$ cat config.mk
export PLATFORM = sky130hd
export DESIGN_NAME = sliding_window_gen
export DESIGN_NICKNAME = d
export VERILOG_FILES = /design/src/rtl/cnn_pkg.sv /design/src/rtl/sliding_window_gen_line_buffer.sv /design/src/rtl/sliding_window_gen.sv
export SDC_FILE = /design/constraint.sdc
export NUM_CORES = 1
export LEC_CHECK = 0
export ABC_AREA = 0
export CAP_MARGIN = 20
export CORE_AREA = 2 2 154 156
export CTS_CLUSTER_DIAMETER = 150
export DETAILED_ROUTE_END_ITERATION = 10
export DIE_AREA = 0 0 156 158
export PLACE_DENSITY = 0.84
export SYNTH_ARGS = -nofsm -noshare
export SYNTH_HDL_FRONTEND = slang
export SYNTH_SLANG_ARGS = --single-unit
$ cat constraint.sdc
create_clock -name clock -period 3.65 [get_ports clock]
set_clock_uncertainty 0.15 [all_clocks]
set_input_delay 0.365 -clock clock [delete_from_list [all_inputs] [get_ports clock]]
set_output_delay 0.365 -clock clock [all_outputs]
set_load 0.005 [all_outputs]
$ cat src/rtl/cnn_pkg.sv
// Shared CNN datapath definitions: pixel width, window packing order and
// counter-width helpers used by the window generator, mult_adder and kernel loader.
package cnn_pkg;

  localparam int DATA_W_DEF = 8;
  localparam int IMG_W_DEF  = 8;
  localparam int IMG_H_DEF  = 8;

  localparam int COL_W_DEF = (IMG_W_DEF > 1) ? $clog2(IMG_W_DEF) : 1;
  localparam int ROW_W_DEF = (IMG_H_DEF > 1) ? $clog2(IMG_H_DEF) : 1;

  // Byte slot of window element (r, c); r = 0 is the oldest row, c = 0 the leftmost column.
  function automatic int win_idx(input int r, input int c, input int k);
    return r * k + c;
  endfunction

  function automatic int cnt_w(input int n);
    return (n > 1) ? $clog2(n) : 1;
  endfunction

endpackage

$ cat src/rtl/sliding_window_gen_line_buffer.sv
// One image-row delay line: read the stored pixel at addr, overwrite it with din when en.
module line_buffer
  import cnn_pkg::*;
#(
  parameter int DATA_W = DATA_W_DEF,
  parameter int DEPTH  = IMG_W_DEF
) (
  input  logic                     clock,
  input  logic                     en,
  input  logic [cnt_w(DEPTH)-1:0]  addr,
  input  logic [DATA_W-1:0]        din,
  output logic [DATA_W-1:0]        dout
);

  logic [DATA_W-1:0] mem [DEPTH];

  // Contents are deliberately left unreset; readers only trust a column once it was rewritten.
  always_ff @(posedge clock) begin
    if (en) mem[addr] <= din;
  end

  assign dout = mem[addr];

endmodule

$ cat src/rtl/sliding_window_gen.sv
// KxK sliding-window generator: row-major pixel stream in, flattened windows out.
// Optional frame-sync input `sof` when SW_FRAME_SYNC_EN is defined.
module sliding_window_gen
  import cnn_pkg::*;
#(
  parameter int DATA_W = DATA_W_DEF,
  parameter int K      = 4,
  parameter int IMG_W  = IMG_W_DEF,
  parameter int IMG_H  = IMG_H_DEF
) (
  input  logic                    clock,
  input  logic                    reset,
  input  logic                    in_valid,
  input  logic [DATA_W-1:0]       pixel_in,
`ifdef SW_FRAME_SYNC_EN
  input  logic                    sof,
`endif
  output logic                    out_valid,
  output logic [DATA_W*K*K-1:0]   out_window,
  output logic                    out_last
);

  localparam int COL_W = cnt_w(IMG_W);
  localparam int ROW_W = cnt_w(IMG_H);

  logic [COL_W-1:0]  col, col_eff, col_nxt;
  logic [ROW_W-1:0]  row, row_eff, row_nxt;
  logic              frame_start;
  logic              win_ok, last_px;
  logic [DATA_W-1:0] tap    [K-1];
  logic [DATA_W-1:0] lb_din [K-1];
  logic [DATA_W-1:0] new_col [K];
  logic [DATA_W-1:0] win [K][K];

`ifdef SW_FRAME_SYNC_EN
  assign frame_start = in_valid & sof;
`else
  assign frame_start = 1'b0;
`endif

  // A frame-start pixel is handled exactly as if the counters already sat at (0,0).
  assign col_eff = frame_start ? '0 : col;
  assign row_eff = frame_start ? '0 : row;

  always_comb begin
    col_nxt = col_eff + COL_W'(1);
    row_nxt = row_eff;
    if (col_eff == COL_W'(IMG_W - 1)) begin
      col_nxt = '0;
      row_nxt = (row_eff == ROW_W'(IMG_H - 1)) ? '0 : row_eff + ROW_W'(1);
    end
  end

  assign win_ok  = (row_eff >= ROW_W'(K - 1)) && (col_eff >= COL_W'(K - 1));
  assign last_px = (row_eff == ROW_W'(IMG_H - 1)) && (col_eff == COL_W'(IMG_W - 1));

  // Chain: buffer 0 holds the previous row, buffer j holds the row j+1 above the current one.
  for (genvar j = 0; j < K - 1; j++) begin : g_lb
    if (j == 0) begin : g_head
      assign lb_din[j] = pixel_in;
    end else begin : g_link
      assign lb_din[j] = tap[j-1];
    end

    line_buffer #(
      .DATA_W (DATA_W),
      .DEPTH  (IMG_W)
    ) u_line_buffer (
      .clock (clock),
      .en    (in_valid),
      .addr  (col_eff),
      .din   (lb_din[j]),
      .dout  (tap[j])
    );
  end

  always_comb begin
    for (int r = 0; r < K - 1; r++) new_col[r] = tap[K-2-r];
    new_col[K-1] = pixel_in;
  end

  always_ff @(posedge clock or negedge reset) begin
    if (!reset) begin
      col       <= '0;
      row       <= '0;
      out_valid <= 1'b0;
      out_last  <= 1'b0;
      for (int r = 0; r < K; r++)
        for (int c = 0; c < K; c++)
          win[r][c] <= '0;
    end else begin
      out_valid <= in_valid & win_ok;
      out_last  <= in_valid & win_ok & last_px;
      if (in_valid) begin
        col <= col_nxt;
        row <= row_nxt;
        for (int r = 0; r < K; r++) begin
          for (int c = 0; c < K - 1; c++) win[r][c] <= win[r][c+1];
          win[r][K-1] <= new_col[r];
        end
      end
    end
  end

  always_comb begin
    out_window = '0;
    for (int r = 0; r < K; r++)
      for (int c = 0; c < K; c++)
        out_window[DATA_W*win_idx(r, c, K) +: DATA_W] = win[r][c];
  end

endmodule

# Word-level counts from Yosys, hierarchy flattened
# Memory sizes are Yosys's and may differ from the RTL's. A register that Yosys moved wholly into a read port is not among the register bits.
# Index checks and enable logic that the tools add are counted.
[op_classes]
n_reduce_logical = 4
eq_ne = 2
muxes = 4
shift = 0
add_sub_neg = 2
multipliers = 0
magnitude_cmp = 2
bitwise_logic = 2
n_div = 0
[op_table]
columns = ["cell", "count"]
rows = [
  ["3-bit by 1-bit adder with 3-bit output, second input constant", 2],
  ["3-bit == test, second input constant", 2],
  ["3-bit by 2-bit >= comparator with 1-bit output, second input constant", 2],
  ["3-bit 2-to-1 mux", 2],
  ["1-bit bitwise AND", 2],
  ["1-bit logical AND", 2],
  ["1-bit 2-to-1 mux", 2],
  ["2-bit AND reduction", 1],
  ["1-bit logical NOT", 1],
]
[totals]
ramBits = 192
input_bits = 11
latch_bits = 0
regBits = 128
memories = 3
mem_bits_ro = 0
elab_cells = 38
[mem_list]
columns = ["name", "words", "word_bits", "rd", "rd_clocked_by_memory_dff", "write_ports", "line", "rtl"]
rows = [
  ["g_lb[0].u_line_buffer.mem", 8, 8, 1, 0, 1, "sliding_window_gen_line_buffer.sv:15", "logic [DATA_W-1:0] mem [DEPTH];"],
  ["g_lb[1].u_line_buffer.mem", 8, 8, 1, 0, 1, "sliding_window_gen_line_buffer.sv:15", ""],
  ["g_lb[2].u_line_buffer.mem", 8, 8, 1, 1, 1, "sliding_window_gen_line_buffer.sv:15", ""],
]

# Logic depth before layout (Yosys ltp)
[depth]
word_depth = 4
depth_mapped = 7

# Cells and area by module
# From an unflattened synthesis, not the netlist that was laid out.
[unflattened]
cells_unflattened = 666
area_unflattened_um2 = 13008.7
[by_module_without_submodules]
columns = ["mod", "area_per_inst_um2", "instances", "cells_per_inst"]
rows = [
  ["line_buffer", 2555.0, 3, 121],
  ["sliding_window_gen", 5343.9, 1, 303],
]

# Least setup slack after synthesis
# No wires, ideal clock.
[synth_timing]
path_type = "input to register"
from = "input port in_valid"
to = "memory g_lb[0].u_line_buffer.mem[2][0] (netlist bit) (enable)"
setup_slack_ps = 900
setup_time_ps = 405
path_buffers = 3
t_arrival_ps = 2195
t_required_ps = 3095
cell_stages = 5
path_cell_list = "buf_2 clkbuf_1 clkbuf_1 nand2_1 nor2_1"
[synth_via]
elab_chain_cells = 2
[synth_lines]
columns = ["element", "line", "rtl"]
rows = [
  ["start, declared", "sliding_window_gen.sv:13", "input logic in_valid,"],
  ["1-bit 2-to-1 mux", "sliding_window_gen_line_buffer.sv:19", "if (en) mem[addr] <= din;"],
  ["1-bit 2-to-1 mux (implied by the code)", "sliding_window_gen_line_buffer.sv:19", ""],
  ["end, declared", "sliding_window_gen_line_buffer.sv:15", ""],
]
# Every way passes these cells.

# Worst setup path in the final report
[layout_timing]
from = "register col[0]"
to = "memory g_lb[1].u_line_buffer.mem[2][4] (netlist bit) (data pin)"
[layout_via]
elab_chain_cells = 1
[layout_lines]
columns = ["element", "line", "rtl"]
rows = [
  ["start, declared", "sliding_window_gen.sv:26", "logic [COL_W-1:0] col, col_eff, col_nxt;"],
  ["start signal, assigned", "sliding_window_gen.sv:95", "col <= col_nxt;"],
  ["memory read 8 x 8 bit", "n/a", ""],
  ["net g_lb[0].u_line_buffer.dout[4]", "sliding_window_gen_line_buffer.sv:12", "output logic [DATA_W-1:0] dout"],
  ["end, declared", "sliding_window_gen_line_buffer.sv:15", ""],
]
# The timed path passes the listed nets, and every way through them passes these cells.

==> results.json <==
{
  "yosysMostFrequentCell": "edfxtp_1",
  "num_antenna_cells": 0,
  "hold-path-endpoint": "col[2]",
  "rows": 56,
  "ys_ff_latch": 328,
  "hold_class": "in -> reg",
  "cts_tree": "built",
  "vias": 7296,
  "max_slew_margin_pct": 46.73,
  "wl_per_cell_um": 21.53,
  "worst_hold_startpoint": "in_valid",
  "grt_pass1_wl_um": 41080,
  "grt_start_max_net_pins": 89,
  "p_per_area_mw_per_mm2": 854.9,
  "rsz0062_at_grt": "no",
  "die-area_mm2": 0.02465,
  "drc": 0,
  "ys_top_cells_by_count": "edfxtp_1, dfrtp_1, mux2_2",
  "syn_area_per_cell_um2": 16.50,
  "grt_overflow": 0,
  "status": "finished clean",
  "cts_buffers": 31,
  "syn_area_mm2": 0.01267,
  "area_growth_pct": 22.11,
  "yosys_warnings": 0,
  "routed_wl_um": 26610,
  "timing.final.crit_share_pct": 69.31,
  "synth_top_flop_cell": "edfxtp_1",
  "coreArea_mm2": 0.02305,
  "crit_arrival_ns": 2.62,
  "track_usage_pct": 21.67,
  "gp_congestion": 0.7557,
  "ant_nets": 0,
  "reg2reg_depth": 4,
  "crit_type": "reg -> reg",
  "synth.yosys.seq_area_share_pct": 72.36,
  "path_clk_slew_ns": 0.06,
  "met3_usage_pct": 3.477,
  "fin_cells": 1236,
  "drive_above_1_share_pct": 22.20,
  "critPathMaxStageDelay_ns": 0.78,
  "hpwl_um": 16290,
  "drv_cap": 0,
  "leakagePower_nw": 5.747,
  "nNetsFinal": 938,
  "die_x_um": 156,
  "firstDrtPassIters": 5,
  "htree_num_levels": 1,
  "grt_use_met2_pct": 35.90,
  "cp-end-kind": "flip-flop",
  "cts_num_sinks": 328,
  "fin_crit_ns": 2.530,
  "hold_violations": 0,
  "setup_viol": 0,
  "r2r-end": "g_lb[1].u_line_buffer.mem[2][4]",
  "first_global_vias": 7374,
  "drt_iter0_drc": 589,
  "r2r_start": "col[0]",
  "critPathMaxFanout": 39,
  "tightest_slew_ns": 0.7991,
  "cp.required_ns": 3.74,
  "clock.fmax_ghz": 0.3953,
  "yosysTopAreaCell": "edfxtp_1",
  "synth_enable_flop_cells": 192,
  "ios": 141,
  "max-vdd-ir-drop_uv": 412.6,
  "grt_use_met1_pct": 29.48,
  "drv_slew": 0,
  "syn_inst": 768,
  "placedCellCount": 1177,
  "io_buffers": 140,
  "synthTopCellsByArea": "edfxtp_1, dfrtp_1, mux2_2, mux2i_1, a211oi_1",
  "synth_cell_types": 33,
  "hold_depth": 3,
  "pre_cts_ws_ns": 1.092,
  "synthesis.nets": 785,
  "async_reset_ff_share_pct": 41.46,
  "yosysTopAreaCellShare_pct": 45.50,
  "finalSetupTns_ns": 0,
  "critPathSlowestCell": "dfrtp_4",
  "initial_core_util_pct": 54.97,
  "crit_path_cell_trace": "buf_4 > mux2i_1 > nor2_1 > or3_1",
  "top_usage_layer": "met2",
  "worst_slack_ns": 1.120,
  "die_y_um": 158,
  "ctsLongestPathBuffers": 3,
  "vias_per_cell": 5.903,
  "r2r_slack_ns": 1.12,
  "clockRootBuffer": "clkbuf_16",
  "start_kind": "flip-flop",
  "grt_antenna_before_repair": 0,
  "clk_latency_ns": 0.56
}
metrics by stage:
stage                     area [um2]  hold WS [ns]  util, %  power, mW
after floorplan                12670      -0.08059        -      7.917
after global placement         14430        0.3224    62.58      9.877
after detailed placement       14430        0.3306    62.58      10.06
after CTS                      15470        0.1007    67.12      13.30
after global routing           15470        0.1286    67.12      13.87
final                          15470        0.1150    67.12      13.23
area by class of cell:
class	instances	area, um2
Clock buffer	41	864.6
Clock inverter	17	172.7
Multi-Input combinational cell	389	3261
Tap cell	290	362.8
Inverter	4	15.01
Timing Repair Buffer	167	1622
Fill cell	1469	7580
Sequential cell	328	9175
where the power goes:
group / internal (mW) / switching (mW) / total [mW]
combinational: 2.11 / 1.89 / 4.00
clock: 1.88 / 1.34 / 3.22
sequential: 5.30 / 0.707 / 6.01
total: 9.29 / 3.93 / 13.2
state kept, by name (all words and copies together) (netlist names):
register	count
out_valid	1
out_window	128
row	3
col	3
out_last	1
g_lb.u_line_buffer.mem	192
worst max-delay path by stage:
stage	start	end	slack (ns)	cells after the start
5_1_grt	col[0]	g_lb[2].u_line_buffer.mem[7][0]	0.99	5
6_report	col[0]	g_lb[1].u_line_buffer.mem[2][4]	1.12	4
3_5_place_dp	in_valid	out_window[28]	1.09	5
4_1_cts	col[0]	g_lb[1].u_line_buffer.mem[3][4]	1.11	4
2_1_floorplan	in_valid	g_lb[0].u_line_buffer.mem[2][0]	0.90	5
3_3_place_gp	in_valid	out_window[78]	1.13	4
worst max-delay path: cells and delay by family, from the launching register on:
family,cells,cell delay [ns]
muxes,1,0.29
and+or+nand+nor,2,0.58
DFF,1,0.78
buffers and inverters,1,0.38
layout by cell type, fill, tap and decap left out, types with 3 or more instances in the layout:
master,netlist,layout
edfxtp_1,192,192
clkdlybuf4s50_1,0,138
dfrtp_1,136,133
mux2_2,120,120
mux2i_1,53,53
nor2_1,47,43
clkbuf_16,0,32
a211oi_1,28,28
a21oi_1,27,27
o21ai_0,25,25
buf_4,3,25
o32a_1,16,16
or3_1,15,15
a22oi_1,13,13
nand2_1,12,12
clkinv_2,0,7
o2bb2ai_1,6,6
ha_1,6,6
clkbuf_1,22,6
and3_1,5,5
nor2_2,0,4
mux4_2,3,3
inv_4,0,3
clkbuf_8,0,3
bufinv_16,0,3
repair_timing:
item	CTS	global route
endpoints found under the hold margin	87	0
setup buffers	0	0
resized for setup	0	0
hold buffers	1	0
endpoints found under the setup margin	0	0
metal layers:
metal	vias to the layer above	share of wire (%)
met5	-	0
met4	0	2.8
met3	71	6.8
met2	297	50
met1	3690	41
li1	3238	-
cell families (layout without fill, tap and decap cells):
logic type                 Yosys count  in the layout  synth area share (%)
AOI/OAI and AO/OA                  120            120                 6.478
adders and majority gates            6              6                0.5925
buffers and inverters               51            229                 1.985
DFF                                328            328                 72.36
muxes                              178            178                 15.56
and+or+nand+nor                     85             85                 3.022
Power figures use the tool's default switching activity.
